## src/rtl/crp16_step_pkg.sv

```systemverilog
// Shared definitions for the CRP16 CPU clock generator: state encoding,
// speed select codes and counter width.
package crp16_step_pkg;

  localparam int unsigned CNT_W = 28;

  // speed_sel codes, each selecting one of the DIVn half-periods
  localparam logic [1:0] SPEED_DIV0 = 2'd0;
  localparam logic [1:0] SPEED_DIV1 = 2'd1;
  localparam logic [1:0] SPEED_DIV2 = 2'd2;
  localparam logic [1:0] SPEED_DIV3 = 2'd3;

  typedef enum logic [2:0] {
    IDLE      = 3'd0,
    STEP_HIGH = 3'd1,
    STEP_LOW  = 3'd2,
    RUN_HIGH  = 3'd3,
    RUN_LOW   = 3'd4,
    HALT      = 3'd5
  } step_state_e;

  // States in which cpu_clock is high
  function automatic logic is_high_phase(input step_state_e s);
    return (s == STEP_HIGH) || (s == RUN_HIGH);
  endfunction

  // States timed by the divider
  function automatic logic is_timed_phase(input step_state_e s);
    return (s == STEP_HIGH) || (s == STEP_LOW) || (s == RUN_HIGH) || (s == RUN_LOW);
  endfunction

endpackage

```

## src/rtl/crp16_debounce.sv

```systemverilog
// Push-button front end: 2-flop synchronizer, counter-based debouncer and a
// single-clock press event on each accepted release-to-press transition.
module crp16_debounce
  import crp16_step_pkg::*;
#(
  parameter int unsigned DEBOUNCE_CYCLES = 500000
) (
  input  logic clock,
  input  logic reset,
  input  logic step_key_n,
  output logic press_evt
);

  localparam logic [CNT_W-1:0] DB_LAST = CNT_W'(DEBOUNCE_CYCLES - 32'd1);

  logic             sync_0;
  logic             sync_1;
  logic             key_db;
  logic [CNT_W-1:0] db_cnt;

  // Synchronize the raw button, converting to active-high
  always_ff @(posedge clock) begin
    if (reset) begin
      sync_0 <= 1'b0;
      sync_1 <= 1'b0;
    end else begin
      sync_0 <= ~step_key_n;
      sync_1 <= sync_0;
    end
  end

  // Accept a new level only after it has persisted; any bounce restarts the count
  always_ff @(posedge clock) begin
    if (reset) begin
      key_db    <= 1'b0;
      db_cnt    <= '0;
      press_evt <= 1'b0;
    end else begin
      press_evt <= 1'b0;
      if (sync_1 != key_db) begin
        if (db_cnt == DB_LAST) begin
          key_db    <= sync_1;
          db_cnt    <= '0;
          press_evt <= sync_1;
        end else begin
          db_cnt <= db_cnt + CNT_W'(1);
        end
      end else begin
        db_cnt <= '0;
      end
    end
  end

endmodule

```

## src/rtl/crp16_step_clock.sv

```systemverilog
// CRP16 CPU clock generator: single-step on a debounced button or free-run at
// one of four rates, with a CPU cycle counter. Define CRP16_BREAKPOINT_EN to
// enable the PC breakpoint that halts free-run.
module crp16_step_clock
  import crp16_step_pkg::*;
#(
  parameter int unsigned DEBOUNCE_CYCLES = 500000,
  parameter int unsigned DIV0            = 25000000,
  parameter int unsigned DIV1            = 2500000,
  parameter int unsigned DIV2            = 250000,
  parameter int unsigned DIV3            = 2
) (
  input  logic        clock,
  input  logic        reset,
  input  logic        step_key_n,
  input  logic        run_sw,
  input  logic [1:0]  speed_sel,
  input  logic [15:0] pc_addr,
  input  logic [15:0] bp_addr,
  input  logic        bp_en,
  output logic        cpu_clock,
  output logic        running,
  output logic        halted,
  output logic [15:0] cycle_count
);

  step_state_e      state;
  step_state_e      state_nxt;
  logic             press_evt;
  logic [CNT_W-1:0] div_cnt;
  logic [CNT_W-1:0] half_q;
  logic [CNT_W-1:0] half_sel;
  logic             div_done;
  logic             enter_high;
  logic             bp_hit;
  logic             resume_q;
  logic [15:0]      count_q;

  crp16_debounce #(
    .DEBOUNCE_CYCLES(DEBOUNCE_CYCLES)
  ) u_debounce (
    .clock     (clock),
    .reset     (reset),
    .step_key_n(step_key_n),
    .press_evt (press_evt)
  );

  // Half-period for a HIGH phase that starts this clock
  always_comb begin
    half_sel = CNT_W'(DIV0);
    case (speed_sel)
      SPEED_DIV0: half_sel = CNT_W'(DIV0);
      SPEED_DIV1: half_sel = CNT_W'(DIV1);
      SPEED_DIV2: half_sel = CNT_W'(DIV2);
      SPEED_DIV3: half_sel = CNT_W'(DIV3);
      default:    half_sel = CNT_W'(DIV0);
    endcase
  end

  assign div_done   = (div_cnt == half_q - CNT_W'(1));
  assign enter_high = is_high_phase(state_nxt) && !is_high_phase(state);

`ifdef CRP16_BREAKPOINT_EN
  logic bp_skip_q;
  logic halted_q;

  assign bp_hit = bp_en && (pc_addr == bp_addr) && !bp_skip_q;
  assign halted = halted_q;

  // Skip the first breakpoint check after leaving HALT; track HALT for the output
  always_ff @(posedge clock) begin
    if (reset) begin
      bp_skip_q <= 1'b0;
      halted_q  <= 1'b0;
    end else begin
      if (state == HALT && state_nxt != HALT) begin
        bp_skip_q <= 1'b1;
      end else if (state == RUN_LOW && div_done) begin
        bp_skip_q <= 1'b0;
      end
      halted_q <= (state_nxt == HALT);
    end
  end
`else
  logic unused_bp;

  assign unused_bp = ^{pc_addr, bp_addr, bp_en};
  assign bp_hit    = 1'b0;
  assign halted    = 1'b0;
`endif

  // State register
  always_ff @(posedge clock) begin
    if (reset) begin
      state <= IDLE;
    end else begin
      state <= state_nxt;
    end
  end

  // Next-state logic; run_sw is only honoured at phase boundaries
  always_comb begin
    state_nxt = state;
    case (state)
      IDLE: begin
        if (run_sw)         state_nxt = RUN_HIGH;
        else if (press_evt) state_nxt = STEP_HIGH;
      end
      STEP_HIGH: begin
        if (div_done) state_nxt = STEP_LOW;
      end
      STEP_LOW: begin
        if (div_done) state_nxt = (resume_q && run_sw) ? RUN_HIGH : IDLE;
      end
      RUN_HIGH: begin
        if (div_done) state_nxt = RUN_LOW;
      end
      RUN_LOW: begin
        if (div_done) begin
          if (!run_sw)     state_nxt = IDLE;
          else if (bp_hit) state_nxt = HALT;
          else             state_nxt = RUN_HIGH;
        end
      end
      HALT: begin
        if (!run_sw)        state_nxt = IDLE;
        else if (press_evt) state_nxt = STEP_HIGH;
      end
      default: state_nxt = IDLE;
    endcase
  end

  // Phase timer, rate latch, registered outputs and the CPU cycle counter
  always_ff @(posedge clock) begin
    if (reset) begin
      div_cnt   <= '0;
      half_q    <= '0;
      count_q   <= '0;
      cpu_clock <= 1'b0;
      running   <= 1'b0;
      resume_q  <= 1'b0;
    end else begin
      if (state_nxt != state || !is_timed_phase(state)) begin
        div_cnt <= '0;
      end else begin
        div_cnt <= div_cnt + CNT_W'(1);
      end
      if (enter_high) begin
        half_q <= half_sel;
      end
      count_q   <= count_q + 16'(enter_high);
      cpu_clock <= is_high_phase(state_nxt);
      running   <= (state_nxt == RUN_HIGH) || (state_nxt == RUN_LOW);
      if (state == HALT && state_nxt == STEP_HIGH) begin
        resume_q <= 1'b1;
      end else if (state == STEP_LOW && state_nxt != STEP_LOW) begin
        resume_q <= 1'b0;
      end
    end
  end

  assign cycle_count = count_q;

endmodule

```

## config.mk

```make
export PLATFORM = sky130hd
export DESIGN_NAME = crp16_step_clock
export DESIGN_NICKNAME = d
export VERILOG_FILES = /design/src/rtl/crp16_step_pkg.sv /design/src/rtl/crp16_debounce.sv /design/src/rtl/crp16_step_clock.sv
export SDC_FILE = /design/constraint.sdc
export NUM_CORES = 1
export LEC_CHECK = 0
export CAP_MARGIN = 5
export CELL_PAD_IN_SITES_DETAIL_PLACEMENT = 0
export CELL_PAD_IN_SITES_GLOBAL_PLACEMENT = 1
export CORE_UTILIZATION = 30
export DETAILED_ROUTE_END_ITERATION = 6
export HOLD_SLACK_MARGIN = 0.06
export PLACE_DENSITY_LB_ADDON = 0.1
export SYNTH_ARGS = -nofsm -noshare
export SYNTH_HDL_FRONTEND = slang
export SYNTH_SLANG_ARGS = --single-unit
```

## constraint.sdc

```tcl
create_clock -name clock -period 4.2 [get_ports clock]
set_input_delay 0.84 -clock clock [delete_from_list [all_inputs] [get_ports clock]]
set_output_delay 0.84 -clock clock [all_outputs]
set_load 0.05 [all_outputs]
```

==> results_dict.tcl <==
set metrics [dict create \
    status "finished, final reports clean" \
    io_buffer_count 23 \
    worst_slew_pin_slew_ns 0.9778 \
    initial_utilization_pct 30.82 \
    grt_pass1_vias 3800 \
    dp_hpwl_mm 7.964 \
    required_ns 4.42 \
    cp_common_cell "ha_1" \
    die_height_microns 127.0 \
    clkSlewWorstSetupHoldPaths_ns 0.06 \
    min_period_over_period_pct 89.32 \
    crit_family "simple AND/OR/NAND/NOR gates" \
    synth_cell_types 64 \
    first_iter_violations 264 \
    finalHoldViolations 0 \
    ios 58 \
    r2r_end "cycle_count[6]" \
    synth_cells 568 \
    async_flop_share_pct 0 \
    num_rows 45 \
    antenna_cells 0 \
    die_x_microns 127.0 \
    rr_worst_depth 15 \
    synth-edff-count 0 \
    crit_chain "inv_1, ha_1, xor2_1, a21bo_2, or4_1, nor4_1, and4_1, mux2i_1, nor2_1, ha_1, ha_1, and3_1, nand3_1, xor2_1, nor2_1" \
    gp_congestion 0.8242 \
    powerDensity_nw_per_um2 350.0 \
    grt_pass1_wl_mm 19.29 \
    fp.dieArea_sq_um 16120 \
    design_area_sq_um 5353 \
    layout.nets 631 \
    clock_latency_ns 0.34 \
    drt_pass1_iterations 4 \
    antenna_found_initial 0 \
    slowest_stage "or4_1" \
    cts_tree "yes" \
    cp-start-kind "register" \
    worstPathMaxFanout 6 \
    leakagePower_nw 1.789 \
    ctsHoldBuffers 0 \
    core_area_sq_um 15200 \
    setup_violations 0 \
    synth.avg_cell_area_sq_um 8.250 \
    drive_above_1_share_pct 4.778 \
    fin_skew_ns 0.009745 \
    yosysSeqAreaShare_pct 38.02 \
    rsz0062_at_grt "false" \
    grt_usage_pct 15.01 \
    cpPeakStageDelay_ns 0.47 \
    cts_buffers 9 \
    setup_tns_ns 0 \
    post_cts_resize_count 0 \
    cts_buffer_depth 2 \
    rr_startpoint "half_q[1]" \
    postCtsSetupBuffers 0 \
    end_kind "register" \
    hold_path.class "reg -> reg" \
    hp-start "u_debounce.sync_0" \
    layout_commonest_cell "dfxtp_1" \
    wl_per_cell_microns 14.64 \
    synth_seq_cells 89 \
    irDropWorstVdd_mv 0.1836 \
    final_cell_mix "dfxtp_1 (89), nor2_1 (78), nor3_1 (39)" \
    ant_nets 0 \
    syn_area_sq_um 4686 \
    clock.fmax_mhz 266.6 \
    cts-root-buf "clkbuf_16" \
    syn_nets 616 \
    grt.overflow.total 0 \
    holdPathEnd "u_debounce.sync_1" \
    ys_warn_count 0 \
    cts.sinks 89 \
    htreeDepth 3 \
    ys.flop_type "dfxtp_1" \
    drc 0 \
    grt_max_degree 36 \
    area_growth_pct 14.23 \
    slew-limit-headroom_pct 34.81 \
    crit_type "reg -> reg" \
    hold_depth 1 \
    critPathArrivalTime_ns 3.97 \
    reg2reg_slack_ns 0.45 \
    period_needed_ns 3.751 \
    path_buf_inv 1 \
    cap_violations 0 \
    maxSlewViolCount 0 \
    vias 3949 \
    wl_mm 11.33 \
    avgViaCountPerCell 5.102 \
    placed_area_sq_um 5082 \
]
==> cell type report <==
class	count	area, sq um
fill	1617	9849
multi-input combinational	435	2708
sequential	89	1782
timing repair buffer	32	297.8
clock buffer	12	256.5
tap	188	235.2
inverter	16	60.06
clock inverter	2	13.76
==> how the worst max path moves through the flow <==
stage | start | cells past startpoint | endpoint | slack (ns)
2_1_floorplan | half_q[15] | 17 | cycle_count[6] | 0.37
6_report | half_q[1] | 15 | cycle_count[6] | 0.45
3_3_place_gp | half_q[1] | 15 | cycle_count[6] | 0.45
3_5_place_dp | half_q[1] | 11 | div_cnt[2] | 0.44
4_1_cts | half_q[1] | 11 | div_cnt[2] | 0.43
5_1_grt | half_q[1] | 11 | div_cnt[8] | 0.14
==> per-stage QoR <==
| step | utilization (%) | total power [W] | hold slack [ns] | setup slack, ns | instances |
|---|---|---|---|---|---|
| after floorplan | - | 0.001074 | 0.4138 | 0.3656 | 568 |
| after global placement | 33.43 | 0.001141 | 0.4194 | 0.4475 | 760 |
| after detailed placement | 33.43 | 0.001139 | 0.4218 | 0.4393 | 760 |
| after CTS | 35.21 | 0.001904 | 0.4454 | 0.4251 | 774 |
| after global routing | 35.21 | 0.001967 | 0.4719 | 0.1394 | 774 |
| final | 35.21 | 0.001873 | 0.4391 | 0.4487 | 774 |
==> Yosys cell counts (all sizes together) (2+ instances only) <==
cell type	instances	share of area, %
inv	16	1.3
nor2	78	6.2
and2	4	0.53
nand4b	2	0.37
a311oi	2	0.37
mux2i	4	0.85
clkbuf	21	1.7
nand4	15	2.0
or3	4	0.64
nor2b	8	1.1
a31oi	4	0.53
a211oi	4	0.64
nor4	10	1.3
nor4b	4	0.75
nand3	36	3.8
o21ai	17	1.9
nor3	39	4.2
xor2	38	7.1
o311a	2	0.43
ha	9	2.4
o21a	2	0.32
nand2b	7	0.93
a22oi	2	0.32
buf	7	1.2
o22ai	3	0.40
a21oi	12	1.3
or2	2	0.27
nor3b	6	0.96
and3	15	2.0
xnor2	35	6.5
dfxtp	89	38
nand2	37	3.0
and4	6	1.1
or4	4	0.64
a32oi	2	0.77
==> cells by family after synthesis <==
group                    after synthesis  synth area share [%]
AND/OR/NAND/NOR                      279                 30.25
flip-flops                            89                 38.02
XOR/XNOR                              73                 13.64
AO/OA/AOI/OAI                         68                 10.31
buffers and inverters                 44                 4.192
adder cells (fa/ha/maj)                9                 2.403
multiplexers                           5                 1.095
other                                  1               0.08003
==> metal layers <==
layer	wire, microns	global-route usage (%)
met2	5160	23.50
met5	0	0
met1	5703	20.46
met4	159	6.092
met3	310	2.554
==> sequential cells by signal (all words and copies together), names as in the netlist <==
| name | flops |
|---|---|
| cycle_count | 16 |
| cpu_clock | 1 |
| u_debounce.sync_1 | 1 |
| u_debounce.db_cnt | 28 |
| running | 1 |
| state | 3 |
| half_q | 7 |
| u_debounce.sync_0 | 1 |
| u_debounce.press_evt | 1 |
| div_cnt | 28 |
| u_debounce.key_db | 1 |
| resume_q | 1 |
==> power by group <==
group	switching [W]	total, W	leakage [nW]	internal (W)
Combinational	0.000146	0.000237	0.935	0.0000914
Clock	0.000324	0.000752	0.135	0.000428
Sequential	0.0000260	0.000884	0.720	0.000858
No activity file was read; power rests on OpenSTA's default activity.
